==> config.mk <==
export PLATFORM = sky130hd
export DESIGN_NAME = fetch_unit
export DESIGN_NICKNAME = d
export VERILOG_FILES = /design/src/rtl/fetch_unit.sv
export SDC_FILE = /design/constraint.sdc
export NUM_CORES = 1
export LEC_CHECK = 0
export BUFFER_PORTS_ARGS = -buffer_cell sky130_fd_sc_hd__buf_2
export CORE_UTILIZATION = 30
export CTS_BUF_LIST = sky130_fd_sc_hd__clkbuf_8
export DETAILED_ROUTE_END_ITERATION = 10
export PLACE_DENSITY = 0.52
export SETUP_SLACK_MARGIN = 0.15
export SKIP_LAST_GASP = 1
export SYNTH_ARGS = -nofsm -noshare
export SYNTH_HDL_FRONTEND = slang
export SYNTH_SLANG_ARGS = --single-unit
==> constraint.sdc <==
create_clock -name CLK -period 4.43 [get_ports CLK]
set_input_delay 0.443 -clock CLK [delete_from_list [all_inputs] [get_ports CLK]]
set_output_delay 0.443 -clock CLK [all_outputs]
set_load 0.02 [all_outputs]
==> src/rtl/fetch_unit.sv <==
// Prefetching instruction fetch unit: issues reads on a 1-cycle synchronous memory port
// and buffers {instruction, PC} pairs in a DEPTH-entry FIFO, flushed on redirect.
module fetch_unit #(
    parameter int unsigned XLEN = 32,
    parameter int unsigned DEPTH = 4,
    parameter int unsigned INC = 4,
    parameter logic [XLEN-1:0] RESET_VEC = '0
) (
    input  logic                       CLK,
    input  logic                       RESET_N,
    input  logic                       REDIRECT,
    input  logic [1:0]                 PC_SOURCE,
    input  logic [XLEN-1:0]            JALR,
    input  logic [XLEN-1:0]            BRANCH,
    input  logic [XLEN-1:0]            JUMP,
    output logic [XLEN-1:0]            MEM_ADDR1,
    output logic                       MEM_READ1,
    input  logic [XLEN-1:0]            MEM_DOUT1,
    output logic                       IR_VALID,
    input  logic                       IR_READY,
    output logic [XLEN-1:0]            IR,
    output logic [XLEN-1:0]            IR_PC,
    output logic [$clog2(DEPTH):0]     OCCUPANCY
);

    localparam int unsigned AW = $clog2(DEPTH);
    localparam int unsigned CW = AW + 1;
    localparam logic [CW:0] DEPTH_L = (CW + 1)'(DEPTH);

    logic [XLEN-1:0] pc_q;
    logic [XLEN-1:0] issued_pc_q;
    logic            inflight_q;
    logic [AW-1:0]   wr_ptr_q;
    logic [AW-1:0]   rd_ptr_q;
    logic [CW-1:0]   count_q;

    logic [XLEN-1:0] ir_mem [DEPTH];
    logic [XLEN-1:0] pc_mem [DEPTH];

    logic [XLEN-1:0] target;
    logic            deq;
    logic            wr_en;
    logic            issue;
    logic [CW:0]     level;

    // NOTE: every variable assigned in always_comb gets a default first so no latch is inferred.
    always_comb begin
        target = RESET_VEC;
        case (PC_SOURCE)
            2'd1:    target = JALR;
            2'd2:    target = BRANCH;
            2'd3:    target = JUMP;
            default: target = RESET_VEC;
        endcase
    end

    assign IR_VALID  = (count_q != '0);
    assign deq       = IR_VALID && IR_READY;
    // Entries committed after this edge; a dequeue this cycle frees a slot for a new read.
    assign level     = {1'b0, count_q} + (CW + 1)'(inflight_q) - (CW + 1)'(deq);
    assign issue     = RESET_N && !REDIRECT && (level < DEPTH_L);
    // A redirect squashes the read issued last cycle: its data is dropped here.
    assign wr_en     = inflight_q && !REDIRECT;

    assign MEM_ADDR1 = pc_q;
    assign MEM_READ1 = issue;
    assign IR        = ir_mem[rd_ptr_q];
    assign IR_PC     = pc_mem[rd_ptr_q];
    assign OCCUPANCY = count_q;

    // NOTE: sequential state uses non-blocking assignments so all registers update together.
    always_ff @(posedge CLK or negedge RESET_N) begin
        if (!RESET_N) begin
            pc_q        <= RESET_VEC;
            issued_pc_q <= RESET_VEC;
            inflight_q  <= 1'b0;
            wr_ptr_q    <= '0;
            rd_ptr_q    <= '0;
            count_q     <= '0;
        end else if (REDIRECT) begin
            pc_q       <= target;
            inflight_q <= 1'b0;
            wr_ptr_q   <= '0;
            rd_ptr_q   <= '0;
            count_q    <= '0;
        end else begin
            inflight_q <= issue;
            if (issue) begin
                issued_pc_q <= pc_q;
                pc_q        <= pc_q + XLEN'(INC);
            end
            if (wr_en) wr_ptr_q <= wr_ptr_q + 1'b1;
            if (deq)   rd_ptr_q <= rd_ptr_q + 1'b1;
            count_q <= count_q + CW'(wr_en) - CW'(deq);
        end
    end

    // NOTE: FIFO storage is not reset; count_q gates validity, so stale contents are never observed.
    always_ff @(posedge CLK) begin
        if (wr_en) begin
            ir_mem[wr_ptr_q] <= MEM_DOUT1;
            pc_mem[wr_ptr_q] <= issued_pc_q;
        end
    end

endmodule

==> metrics.md, run 1 <==
| Metric | Value |
|---|---|
| Count of warnings emitted by yosys | 0 |
| Number of global-route vias before repair | roughly 8.4k |
| Count of flip-flops with a built-in enable after synthesis | roughly 260 |
| Num Clock Sinks | 328 |
| Power per cell area | roughly 540 nW/µm² |
| Antenna diode instance count | 0 |
| Die extent in x | 214 µm |
| CTS tree | yes |
| Most common cell after layout, fill and taps aside | sky130_fd_sc_hd__edfxtp_1 |
| Cells after Synth | 732 |
| Endpoint kind of the worst setup timing path | primary output |
| Adder and majority cell fraction of the synthesized area | between 1 and 1.5% |
| Grt ovf | 0 |
| Layout cells sized above 1 | between 40% and 50% |
| Highest routed layer | met4 |
| Die Y-Extent | approximately 210 µm |
| Main combinational cell family by area after synthesis | multiplexers |
| Number of nets with antenna violations after detailed routing | 0 |
| Library cells used by synthesis | 47 |
| Fin. max-slew vios | 0 |
| Hold crit path type | input port to flip-flop |
| Pin slew with the least headroom to its limit | 0.901 ns |
| Global-route usage over all layers | 14.8% |
| Clock Skew | about 0.028 ns |
| Final-report setup violation count | 0 |
| Worst path setup slack after routing | approximately 0.55 ns |
| Status | complete, no violations |
| RSZ-0062 raised after global routing | false |
| Series of cell instances along the critical path | or3_1 > and2_1 > ha_1 > inv_1 > ha_1 > and3b_1 > or4_1 > a211oi_4 > buf_2 |
| Critical-path top delay cell | sky130_fd_sc_hd__or4_1 |
| Pin count of the biggest net entering global routing | 54 |
| Met3 wire length | between 2000 and 2500 µm |
| IO Pins | 235 |
| Root buffer cell | sky130_fd_sc_hd__clkbuf_8 |
| # rows | 77 |
| Ys async rst share | a little over a fifth |
| Initial Utilization | 30.5% |
| Average wire per cell in the routed design | between 20 and 25 µm |
| Peak VDD IR | about 0.00022 V |
| # DRC | 0 |
| Area grow syn2layout | 23.8% |
| Antenna violations before repair | 0 |
| Crit share post-route | 87.7% |
| Mean instance size in the synthesized netlist | ~18 µm² |
| Number of buffers inserted during clock tree synthesis | 55 |
| Vias after detailed routing | 7,884 |
| Kind of start point of the critical path | flip-flop |
| Clock transition time at the flip-flop clock pins of the worst setup and hold paths | 0.06 ns |
| Initial DRC count | approximately 460 |
| Detailed Route WL | roughly 34,000 µm |
| Share of the yosys chip area belonging to registers | 70.2% |
| Post-synthesis share of cell area spent on and, or, nand and nor gates | roughly 3.7% |
| Max-slew headroom at the worst pin | between 30% and 40% |
| Via density per instance | between 4 and 5 |
| Power Total | 0.00898 W |
| Post-route cell area | between 15,000 and 20,000 µm² |
| CTS H-Tree Depth | 2 |
| Total Neg Setup Slack | 0 ns |
| Leading register cell type out of synthesis | sky130_fd_sc_hd__edfxtp_1 |
| Post-route worst hold slack | between 0.06 and 0.07 ns |
| Largest stage delay, worst path | between 0.5 and 0.6 ns |
| Req. time, crit path | between 3 and 4 ns |
| # port buffers | approximately 230 |
| Most used cells in the layout excluding fill and tap cells | 256 x sky130_fd_sc_hd__edfxtp_1, 233 x sky130_fd_sc_hd__buf_2, 70 x sky130_fd_sc_hd__dfrtp_1 |
| Peak Freq | ~260 MHz |
| Met1 wire length | roughly 15,000 µm |
| HPWL after detailed placement | 21,800 µm |
| Largest delay share family, worst path | simple AND/OR/NAND/NOR gates |
| Min Tclk post-route | ~3.9 ns |
| Mux share of post-synthesis cell area | between 10% and 20% |
| Arr. time, crit path | between 3 and 4 ns |
| Compound-cell area share of the yosys netlist | ~5.5% |
| Xor/xnor share of the synthesized area | between 1 and 1.5% |
| Area of placed instances | roughly 15,000 µm² |
| Routability Congestion | ~0.76 |
| Pre-CTS setup slack | between 0.7 and 0.8 ns |
| Critical path peak fanout | 5 |
| Synthesized cell area | approximately 14,000 µm² |
| Clk_lat worst skew | ~0.62 ns |
| Number of max-cap violations | 0 |
| Count of nets after finishing | roughly 1.2k |
| Met2 routed wirelength | 16,100 µm |
| Wire length of the first global-routing pass | around 51,000 µm |
| Post-synthesis register bit count | 328 |
| Number of endpoints with negative hold slack in the final report | 0 |
| Cell seen most often among critical-path stages | sky130_fd_sc_hd__ha_1 |
| CTS max path bufs | 3 |
| Crit path buffers/inverters | 2 |
| Mapped Nets | 877 |
| Area of the core | approximately 44,000 µm² |
| Cell leakage power | 5.93 nW |
| Critical setup path kind | flip-flop to primary output |
| Number of detailed-routing iterations run before antenna repair | 4 |
| Total die area | 45,900 µm² |
sequential cells by signal, indices dropped and copies added (netlist names):
signal	count
ir_mem	128
pc_mem	128
MEM_ADDR1	32
issued_pc_q	32
OCCUPANCY	3
rd_ptr_q	2
wr_ptr_q	2
inflight_q	1
through the flow:
step           std cells  utilization, %
6_report            1652            37.7
3_5_place_dp        1529            34.8
5_1_grt             1652            37.7
4_1_cts             1652            37.7
3_3_place_gp        1529            34.8
2_1_floorplan        732               -
power by group:
group | leakage, nW | switching (W) | internal, W | total, W
sequential | 3.17 | 0.000450 | 0.00380 | 0.00425
clock | 0.598 | 0.00119 | 0.00139 | 0.00258
combinational | 2.16 | 0.00117 | 0.000988 | 0.00215
total | 5.93 | 0.00281 | 0.00618 | 0.00898
worst paths after layout:
check / cells after the start / slack, ns / startpoint / end
setup / recovery: 9 / 0.55 / OCCUPANCY[1] / MEM_READ1
hold / removal: 1 / 0.06 / MEM_DOUT1[6] / ir_mem[0][6]
min in group asynchronous: 2 / 0.34 / RESET_N / MEM_ADDR1[5]
hold reg to reg: 0 / 0.52 / issued_pc_q[13] / pc_mem[0][13]
setup reg to reg: 11 / 0.91 / OCCUPANCY[1] / issued_pc_q[11]
max in group asynchronous: 3 / 3.03 / RESET_N / rd_ptr_q[0]
synth_stat cells, types with 7 or more instances:
master	n	share of area (%)
sky130_fd_sc_hd__a31oi_1	7	0.32
sky130_fd_sc_hd__mux4_2	64	11
sky130_fd_sc_hd__nand4_1	8	0.37
sky130_fd_sc_hd__inv_1	13	0.36
sky130_fd_sc_hd__xnor2_1	18	1.2
sky130_fd_sc_hd__dfrtp_1	72	13
sky130_fd_sc_hd__a221oi_1	33	2.1
sky130_fd_sc_hd__clkbuf_1	26	0.72
sky130_fd_sc_hd__buf_1	9	0.25
sky130_fd_sc_hd__edfxtp_1	256	57
sky130_fd_sc_hd__nand2_1	14	0.39
sky130_fd_sc_hd__mux2_2	62	5.2
sky130_fd_sc_hd__nand3_1	9	0.33
sky130_fd_sc_hd__and3_1	8	0.37
sky130_fd_sc_hd__ha_1	10	0.93
sky130_fd_sc_hd__nor2_1	18	0.50
sky130_fd_sc_hd__a21oi_1	22	0.82
kinds of logic (layout without fill, tap and decap cells):
group	after synthesis	after routing
DFF	328	328
xor gates and xnor gates	22	22
adders and majority gates	11	11
and+or+nand+nor	91	91
buffers and inverters	58	386
AOI/OAI and AO/OA	93	93
muxes	129	129
metal layers:
metal  global-route usage (%)  up-vias
met5                        0        -
met4                     5.07        0
met3                     3.33       50
met2                     24.2      278
met1                     19.5     3986
li1                         -     3570
area by class of cell:
type | instances | area (µm²)
clock inverter | 39 | 231
sequential | 328 | 9500
fill | 4171 | 27600
clock buffer | 59 | 812
timing repair buffer | 275 | 1600
tap | 592 | 741
inverter | 13 | 48.8
multi-input combinational | 346 | 3790
what timing repair did:
action / CTS / global route
endpoints found under the hold margin: 114 / 0
hold buffers: 24 / 0
setup buffers: 1 / 0
resized for setup: 0 / 0
endpoints found under the setup margin: 1 / 0
Note: power is estimated with default switching activity, not from simulation.
==> run 2: changes to the inputs <==
==> constraint.sdc (replaced) <==
create_clock -name CLK -period 4.9 [get_ports CLK]
set_input_delay 0.49 -clock CLK [delete_from_list [all_inputs] [get_ports CLK]]
set_output_delay 0.49 -clock CLK [all_outputs]
set_load 0.02 [all_outputs]
==> run 2 against run 1 <==
Against the previous run: count of clock-buffer cells in the layout unchanged; sequential power fell by 8.9%; die area stayed put; clock skew is 0.0028 ns lower; critical path depth is 1 higher; register-to-register slack improved by 0.33 ns; flip-flop and latch count did not move; critical path type unchanged; cell count fell by 1.0%; final area is 1.3% lower; wire length increased by 0.34%; first-iteration DRC count shrank 22%.
==> metrics.md, run 2 (same netlist as run 1, synthesis figures left out) <==
| Metric | Value |
|---|---|
| Status | complete, no violations (unchanged) |
| Crit share post-route | 84.7% |
| Peak VDD IR | 0.000183 V (was 0.000216 V) |
| RSZ-0062 raised after global routing | false (unchanged) |
| Post-route worst hold slack | 0.0928 ns (was 0.0621 ns) |
| Part of the power in the clock network | 29.7% (was 28.7%) |
| HPWL after detailed placement | 22,000 µm (was 21,800 µm) |
| Fin. max-slew vios | 0 (unchanged) |
| Area of placed instances | 15,400 µm² (about the same) |
| Vias after detailed routing | 7,767 (was 7,884) |
| Count of nets after finishing | 1,143 (was 1,164) |
| Die extent in x | 214 µm (unchanged) |
| Antenna violations before repair | 0 (unchanged) |
| Post-route cell area | 16,500 µm² (was 16,700 µm²) |
| Peak Freq | around 240 MHz |
| Most used cells in the layout excluding fill and tap cells | 256 x sky130_fd_sc_hd__edfxtp_1, 233 x sky130_fd_sc_hd__buf_2, 70 x sky130_fd_sc_hd__dfrtp_1 (unchanged) |
| # port buffers | 234 (unchanged) |
| Number of filler instances in the final layout | 4,226 (was 4,171) |
| Global-route usage over all layers | 14.8% (about the same) |
| Cell leakage power | 5.83 nW (was 5.93 nW) |
| Most common cell after layout, fill and taps aside | sky130_fd_sc_hd__edfxtp_1 (unchanged) |
| Number of max-cap violations | 0 (unchanged) |
| Wire length of the first global-routing pass | 51,200 µm (was 51,400 µm) |
| Num Clock Sinks | 328 (unchanged) |
| Internal | 0.00562 W (was 0.00618 W) |
| Crit path buffers/inverters | 3 (was 2) |
| Worst R2R Path Depth | 11 (unchanged) |
| Hold crit path type | input port to flip-flop (unchanged) |
| Total Neg Setup Slack | 0 ns (unchanged) |
| Pin slew with the least headroom to its limit | 0.961 ns (was 0.901 ns) |
| CTS H-Tree Depth | 2 (unchanged) |
| CTS max path bufs | 3 (unchanged) |
| Arr. time, crit path | 3.66 ns (was 3.44 ns) |
| Critical setup path kind | flip-flop to primary output (unchanged) |
| Instance count along the most critical hold path | 1 (unchanged) |
| Clk_lat worst skew | 0.63 ns (was 0.62 ns) |
| Total die area | 45,900 µm² (unchanged) |
| Number of gates given a new drive strength after cts | 0 (unchanged) |
| Number of buffers inserted during clock tree synthesis | 56 (was 55) |
| Area of the core | 44,300 µm² (unchanged) |
| # rows | 77 (unchanged) |
| Endpoint kind of the worst setup timing path | primary output (unchanged) |
| Final core area utilization | 37.2% (was 37.7%) |
| Min Tclk post-route | slightly above 4 ns |
| Routability Congestion | 0.773 (was 0.763) |
| Pin count of the biggest net entering global routing | 60 (was 54) |
| Initial DRC count | 363 (was 463) |
| Combinational Power Share | 23.0% (was 24.0%) |
| Series of cell instances along the critical path | or3_1 > and2_1 > ha_1 > inv_1 > ha_1 > and3b_1 > or4_1 > buf_4 > a211oi_4 > buf_2 (was or3_1 > and2_1 > ha_1 > inv_1 > ha_1 > and3b_1 > or4_1 > a211oi_4 > buf_2) |
| Average wire per cell in the routed design | 20.6 µm (was 20.3 µm) |
| Net load switching power | 0.00256 W (was 0.00281 W) |
| IO Pins | 235 (unchanged) |
| # DRC | 0 (unchanged) |
| Number of logic stages on the critical path including buffering | 10 (was 9) |
| Root buffer cell | sky130_fd_sc_hd__clkbuf_8 (unchanged) |
| Final-report setup violation count | 0 (unchanged) |
| Clock transition time at the flip-flop clock pins of the worst setup and hold paths | 0.06 ns (about the same) |
| Layout cells sized above 1 | 45.2% (was 43.4%) |
| Power per cell area | 496 nW/µm² (was 537 nW/µm²) |
| Share of power burned in registers | 47.3% (about the same) |
| Critical-path top delay cell | sky130_fd_sc_hd__or4_1 (unchanged) |
| Grt ovf | 0 (unchanged) |
| Via density per instance | 4.75 (was 4.77) |
| Switching power share of the total | 31.3% (was 31.2%) |
| Detailed Route WL | 33,700 µm (was 33,600 µm) |
| Number of global-route vias before repair | 8,279 (was 8,386) |
| Req. time, crit path | 4.41 ns (was 3.99 ns) |
| Cell seen most often among critical-path stages | sky130_fd_sc_hd__ha_1 (unchanged) |
| CTS tree | yes (unchanged) |
| Clock Skew | 0.0252 ns (was 0.0280 ns) |
| Initial Utilization | 30.5% (unchanged) |
| Largest delay share family, worst path | simple AND/OR/NAND/NOR gates (unchanged) |
| Area grow syn2layout | 22.1% (was 23.8%) |
| Largest registers in the final layout | ir_mem x128, pc_mem x128 (unchanged) |
| Number of detailed-routing iterations run before antenna repair | 4 (unchanged) |
| Largest stage delay, worst path | 0.49 ns (was 0.56 ns) |
| Kind of start point of the critical path | flip-flop (unchanged) |
| Number of endpoints with negative hold slack in the final report | 0 (unchanged) |
| Number of nets with antenna violations after detailed routing | 0 (unchanged) |
| Die Y-Extent | 214 µm (unchanged) |
| Critical path peak fanout | 15 (was 5) |
| Max-slew headroom at the worst pin | 35.9% (was 39.9%) |
## run 2: timing repair
| action | in CTS | in global routing |
|---|---|---|
| hold endpoints to repair | 44 | 0 |
| setup buffers | 0 | 0 |
| hold buffers | 1 | 0 |
## run 2: per-stage QoR
step	setup slack, ns	std cells	power, W
floorplan	1.27	732	0.00509
global placement	1.23	1531	0.00582
detailed placement	1.21	1531	0.00585
CTS	0.615	1634	0.00834
global route	0.547	1634	0.00861
finish	0.751	1635	0.00818
## run 2: power by group through the flow
stage	Sequential [W]	Clock, W	Combinational, W
2_1_floorplan	0.00372	0	0.00138
3_3_place_gp	0.00392	0	0.00190
3_5_place_dp	0.00394	0	0.00191
4_1_cts	0.00389	0.00253	0.00192
5_1_grt	0.00394	0.00264	0.00203
6_report	0.00387	0.00243	0.00188
## run 2: cell type report
class / instances / area (µm²) / area share, %
Clock inverter: 43 / 292 / 1.77
Tap cell: 592 / 741 / 4.49
Multi-Input combinational cell: 346 / 3790 / 23.0
Antenna cell: 1 / 2.50 / 0.0152
Sequential cell: 328 / 9500 / 57.6
Clock buffer: 59 / 812 / 4.92
Timing Repair Buffer: 253 / 1320 / 7.99
Inverter: 13 / 48.8 / 0.296
## run 2: worst register-to-register path: stages, from the launching register on
cell,delay (ns)
sky130_fd_sc_hd__dfrtp_1,0.43
sky130_fd_sc_hd__or3_1,0.40
sky130_fd_sc_hd__and2_1,0.22
sky130_fd_sc_hd__ha_1,0.19
sky130_fd_sc_hd__inv_1,0.05
sky130_fd_sc_hd__ha_1,0.21
sky130_fd_sc_hd__and3b_1,0.22
sky130_fd_sc_hd__or4_1,0.49
sky130_fd_sc_hd__buf_4,0.23
sky130_fd_sc_hd__a211oi_4,0.37
sky130_fd_sc_hd__buf_4,0.36
sky130_fd_sc_hd__mux2_2,0.38
## run 2: final timing paths
| kind | end | slack [ns] | from |
|---|---|---|---|
| setup / recovery | MEM_READ1 | 0.75 | OCCUPANCY[1] |
| hold / removal | ir_mem[0][5] | 0.09 | MEM_DOUT1[5] |
| setup reg to reg | issued_pc_q[12] | 1.24 | OCCUPANCY[1] |
| hold reg to reg | pc_mem[0][13] | 0.53 | issued_pc_q[13] |
| max in group asynchronous | rd_ptr_q[1] | 3.52 | RESET_N |
| min in group asynchronous | MEM_ADDR1[21] | 0.48 | RESET_N |
## run 2: metal layers
metal / track usage [%] / vias to the layer above / share of wire [%]
met1: 19.5 / 3911 / 45
li1: - / 3525 / -
met5: 0 / - / 0
met2: 23.9 / 284 / 47
met3: 4.07 / 47 / 6.1
met4: 4.00 / 0 / 1.6
==> run 3: changes to the inputs <==
==> constraint.sdc (replaced) <==
create_clock -name CLK -period 4 [get_ports CLK]
set_input_delay 0.4 -clock CLK [delete_from_list [all_inputs] [get_ports CLK]]
set_output_delay 0.4 -clock CLK [all_outputs]
set_load 0.02 [all_outputs]
==> run 3 against run 2 <==
Against the previous run: via count rose by 3.2%; sequential share of layout area fell by 1.4 points; die area did not move; hold slack got worse by 0.025 ns; flip-flop and latch count did not move; critical endpoint unchanged.
==> metrics.md, run 3 (same netlist as run 1, synthesis figures left out) <==
| Metric | Value |
|---|---|
| Status | complete, no violations (unchanged) |
| Net load switching power | 0.00315 W (was 0.00256 W) |
| Number of endpoints with negative hold slack in the final report | 0 (unchanged) |
| Most common cell after layout, fill and taps aside | sky130_fd_sc_hd__edfxtp_1 (unchanged) |
| Via density per instance | 4.77 (was 4.75) |
| Count of nets after finishing | 1,190 (was 1,143) |
| Average wire per cell in the routed design | 20.2 µm (was 20.6 µm) |
| Pre-CTS setup slack | 0.575 ns (was 1.21 ns) |
| Detailed Route WL | 33,900 µm (was 33,700 µm) |
| Layout cells sized above 1 | 44.4% (was 45.2%) |
| Initial Utilization | 30.5% (unchanged) |
| Critical setup path kind | flip-flop to primary output (unchanged) |
| Kind of start point of the critical path | flip-flop (unchanged) |
| IO Pins | 235 (unchanged) |
| Total die area | 45,900 µm² (unchanged) |
| Min Tclk post-route | about 3.7 ns |
| Post-layout instance count excluding filler cells | 1,681 (was 1,635) |
| HPWL after detailed placement | 22,300 µm (was 22,000 µm) |
| Clock transition time at the flip-flop clock pins of the worst setup and hold paths | 0.07 ns (was 0.06 ns) |
| RSZ-0062 raised after global routing | false (unchanged) |
| Total Neg Setup Slack | 0 ns (unchanged) |
| Routability Congestion | 0.784 (was 0.773) |
| Pin slew with the least headroom to its limit | 1.08 ns (was 0.961 ns) |
| Number of detailed-routing iterations run before antenna repair | 4 (unchanged) |
| Req. time, crit path | 3.60 ns (was 4.41 ns) |
| Power per cell area | 592 nW/µm² (was 496 nW/µm²) |
| Power Total | 0.0100 W (was 0.00818 W) |
| Root buffer cell | sky130_fd_sc_hd__clkbuf_8 (unchanged) |
| Final-report setup violation count | 0 (unchanged) |
| # rows | 77 (unchanged) |
| Die extent in x | 214 µm (unchanged) |
| Cell leakage power | 6.04 nW (was 5.83 nW) |
| Peak VDD IR | 0.000211 V (was 0.000183 V) |
| Area of the core | 44,300 µm² (unchanged) |
| CTS max path bufs | 3 (unchanged) |
| Number of global-route vias before repair | 8,607 (was 8,279) |
| Vias after detailed routing | 8,018 (was 7,767) |
| Die Y-Extent | 214 µm (unchanged) |
| Clock Skew | 0.0138 ns (was 0.0252 ns) |
| Num Clock Sinks | 328 (unchanged) |
| Area grow syn2layout | 25.3% (was 22.1%) |
| Largest registers in the final layout | ir_mem x128, pc_mem x128 (unchanged) |
| # DRC | 0 (unchanged) |
| Critical path peak fanout | 4 (was 15) |
| Grt ovf | 0 (unchanged) |
| CTS tree | yes (unchanged) |
| Max-slew headroom at the worst pin | 28.2% (was 35.9%) |
| # port buffers | 234 (unchanged) |
| Fin. max-slew vios | 0 (unchanged) |
| Hold crit path type | input port to flip-flop (unchanged) |
| Worst path setup slack after routing | 0.286 ns (was 0.751 ns) |
| Antenna violations before repair | 1 (was 0) |
| Number of placed instances, taps included | 1,534 (was 1,531) |
| Number of buffers inserted during clock tree synthesis | 54 (was 56) |
| Wire length of the first global-routing pass | 52,200 µm (was 51,200 µm) |
| Number of filler instances in the final layout | 4,212 (was 4,226) |
| CTS H-Tree Depth | 2 (unchanged) |
| Crit share post-route | about 93% |
| Combinational Power Share | 24.7% (was 23.0%) |
| Arr. time, crit path | 3.31 ns (was 3.66 ns) |
| Endpoint kind of the worst setup timing path | primary output (unchanged) |
| Clk_lat worst skew | 0.62 ns (was 0.63 ns) |
| Peak Freq | ~270 MHz |
| Number of nets with antenna violations after detailed routing | 0 (unchanged) |
| Most used cells in the layout excluding fill and tap cells | 256 x sky130_fd_sc_hd__edfxtp_1, 232 x sky130_fd_sc_hd__buf_2, 70 x sky130_fd_sc_hd__dfrtp_1 (was 256 x sky130_fd_sc_hd__edfxtp_1, 233 x sky130_fd_sc_hd__buf_2, 70 x sky130_fd_sc_hd__dfrtp_1) |
| Initial DRC count | 414 (was 363) |
| Internal | 0.00687 W (was 0.00562 W) |
| Final core area utilization | 38.2% (was 37.2%) |
| Pin count of the biggest net entering global routing | 66 (was 60) |
| Part of the power in the clock network | 28.4% (was 29.7%) |
| Global-route usage over all layers | 14.9% (was 14.8%) |
| Switching power share of the total | 31.4% (was 31.3%) |
| Number of max-cap violations | 0 (unchanged) |
| Share of power burned in registers | 46.9% (was 47.3%) |
[run 3: layout make-up]
cell class                 count  area (µm²)  share of cell area (%)
clock inverter                42         256                    1.52
clock buffer                  57         785                    4.64
inverter                      13        48.8                   0.288
multi-input combinational    346        3800                    22.5
antenna                        1        2.50                  0.0148
tap                          592         741                    4.38
timing repair buffer         302        1790                    10.6
sequential                   328        9500                    56.1
[run 3: per-stage QoR]
stage | instance area [µm²] | hold WS [ns]
finish | 16900 | 0.0677
floorplan | 13500 | 0.104
CTS | 16800 | 0.00187
global route | 16900 | 0.0299
global placement | 15400 | 0.283
detailed placement | 15400 | 0.280
[run 3: path summary, 6_finish.rpt]
check | startpoint | end | slack, ns | cells after the start
max in group asynchronous | RESET_N | issued_pc_q[14] | 3.05 | 3
worst max register to register | OCCUPANCY[2] | issued_pc_q[20] | 0.54 | 12
worst max-delay path | OCCUPANCY[2] | MEM_READ1 | 0.29 | 10
min in group asynchronous | RESET_N | issued_pc_q[5] | 0.19 | 2
worst min-delay path | JALR[7] | MEM_ADDR1[7] | 0.07 | 3
worst min register to register | issued_pc_q[9] | pc_mem[0][9] | 0.52 | 0
[run 3: power by group through the flow]
stage	Sequential (W)	Clock [W]	Combinational (W)
floorplan	0.00455	0	0.00169
global placement	0.00475	0	0.00240
detailed placement	0.00479	0	0.00241
CTS	0.00471	0.00296	0.00248
global route	0.00477	0.00309	0.00268
finish	0.00469	0.00284	0.00248
[run 3: repair_timing]
item,CTS,global route
gates resized for setup,3,4
hold endpoints to repair,168,0
endpoints found under the setup margin,1,1
hold buffers,34,0
pin swaps,1,4
buffers inserted,3,10
[run 3: worst max-delay path: stages, from the launching register on]
cell                       delay, ns
sky130_fd_sc_hd__dfrtp_1        0.41
sky130_fd_sc_hd__or3_4          0.40
sky130_fd_sc_hd__and2_4         0.16
sky130_fd_sc_hd__ha_1           0.17
sky130_fd_sc_hd__inv_1          0.05
sky130_fd_sc_hd__ha_1           0.22
sky130_fd_sc_hd__and3b_2        0.22
sky130_fd_sc_hd__or4_4          0.54
sky130_fd_sc_hd__a211oi_4       0.28
sky130_fd_sc_hd__buf_6          0.15
sky130_fd_sc_hd__buf_6          0.11
[run 3: routing by layer]
metal  up-vias  global-route usage [%]  wire (µm)
met5         -                       0          0
met4         0                    3.95        541
met3        40                    3.84       1990
met2       265                    24.1      16000
met1      4091                    19.9      15400
li1       3622                       -          -
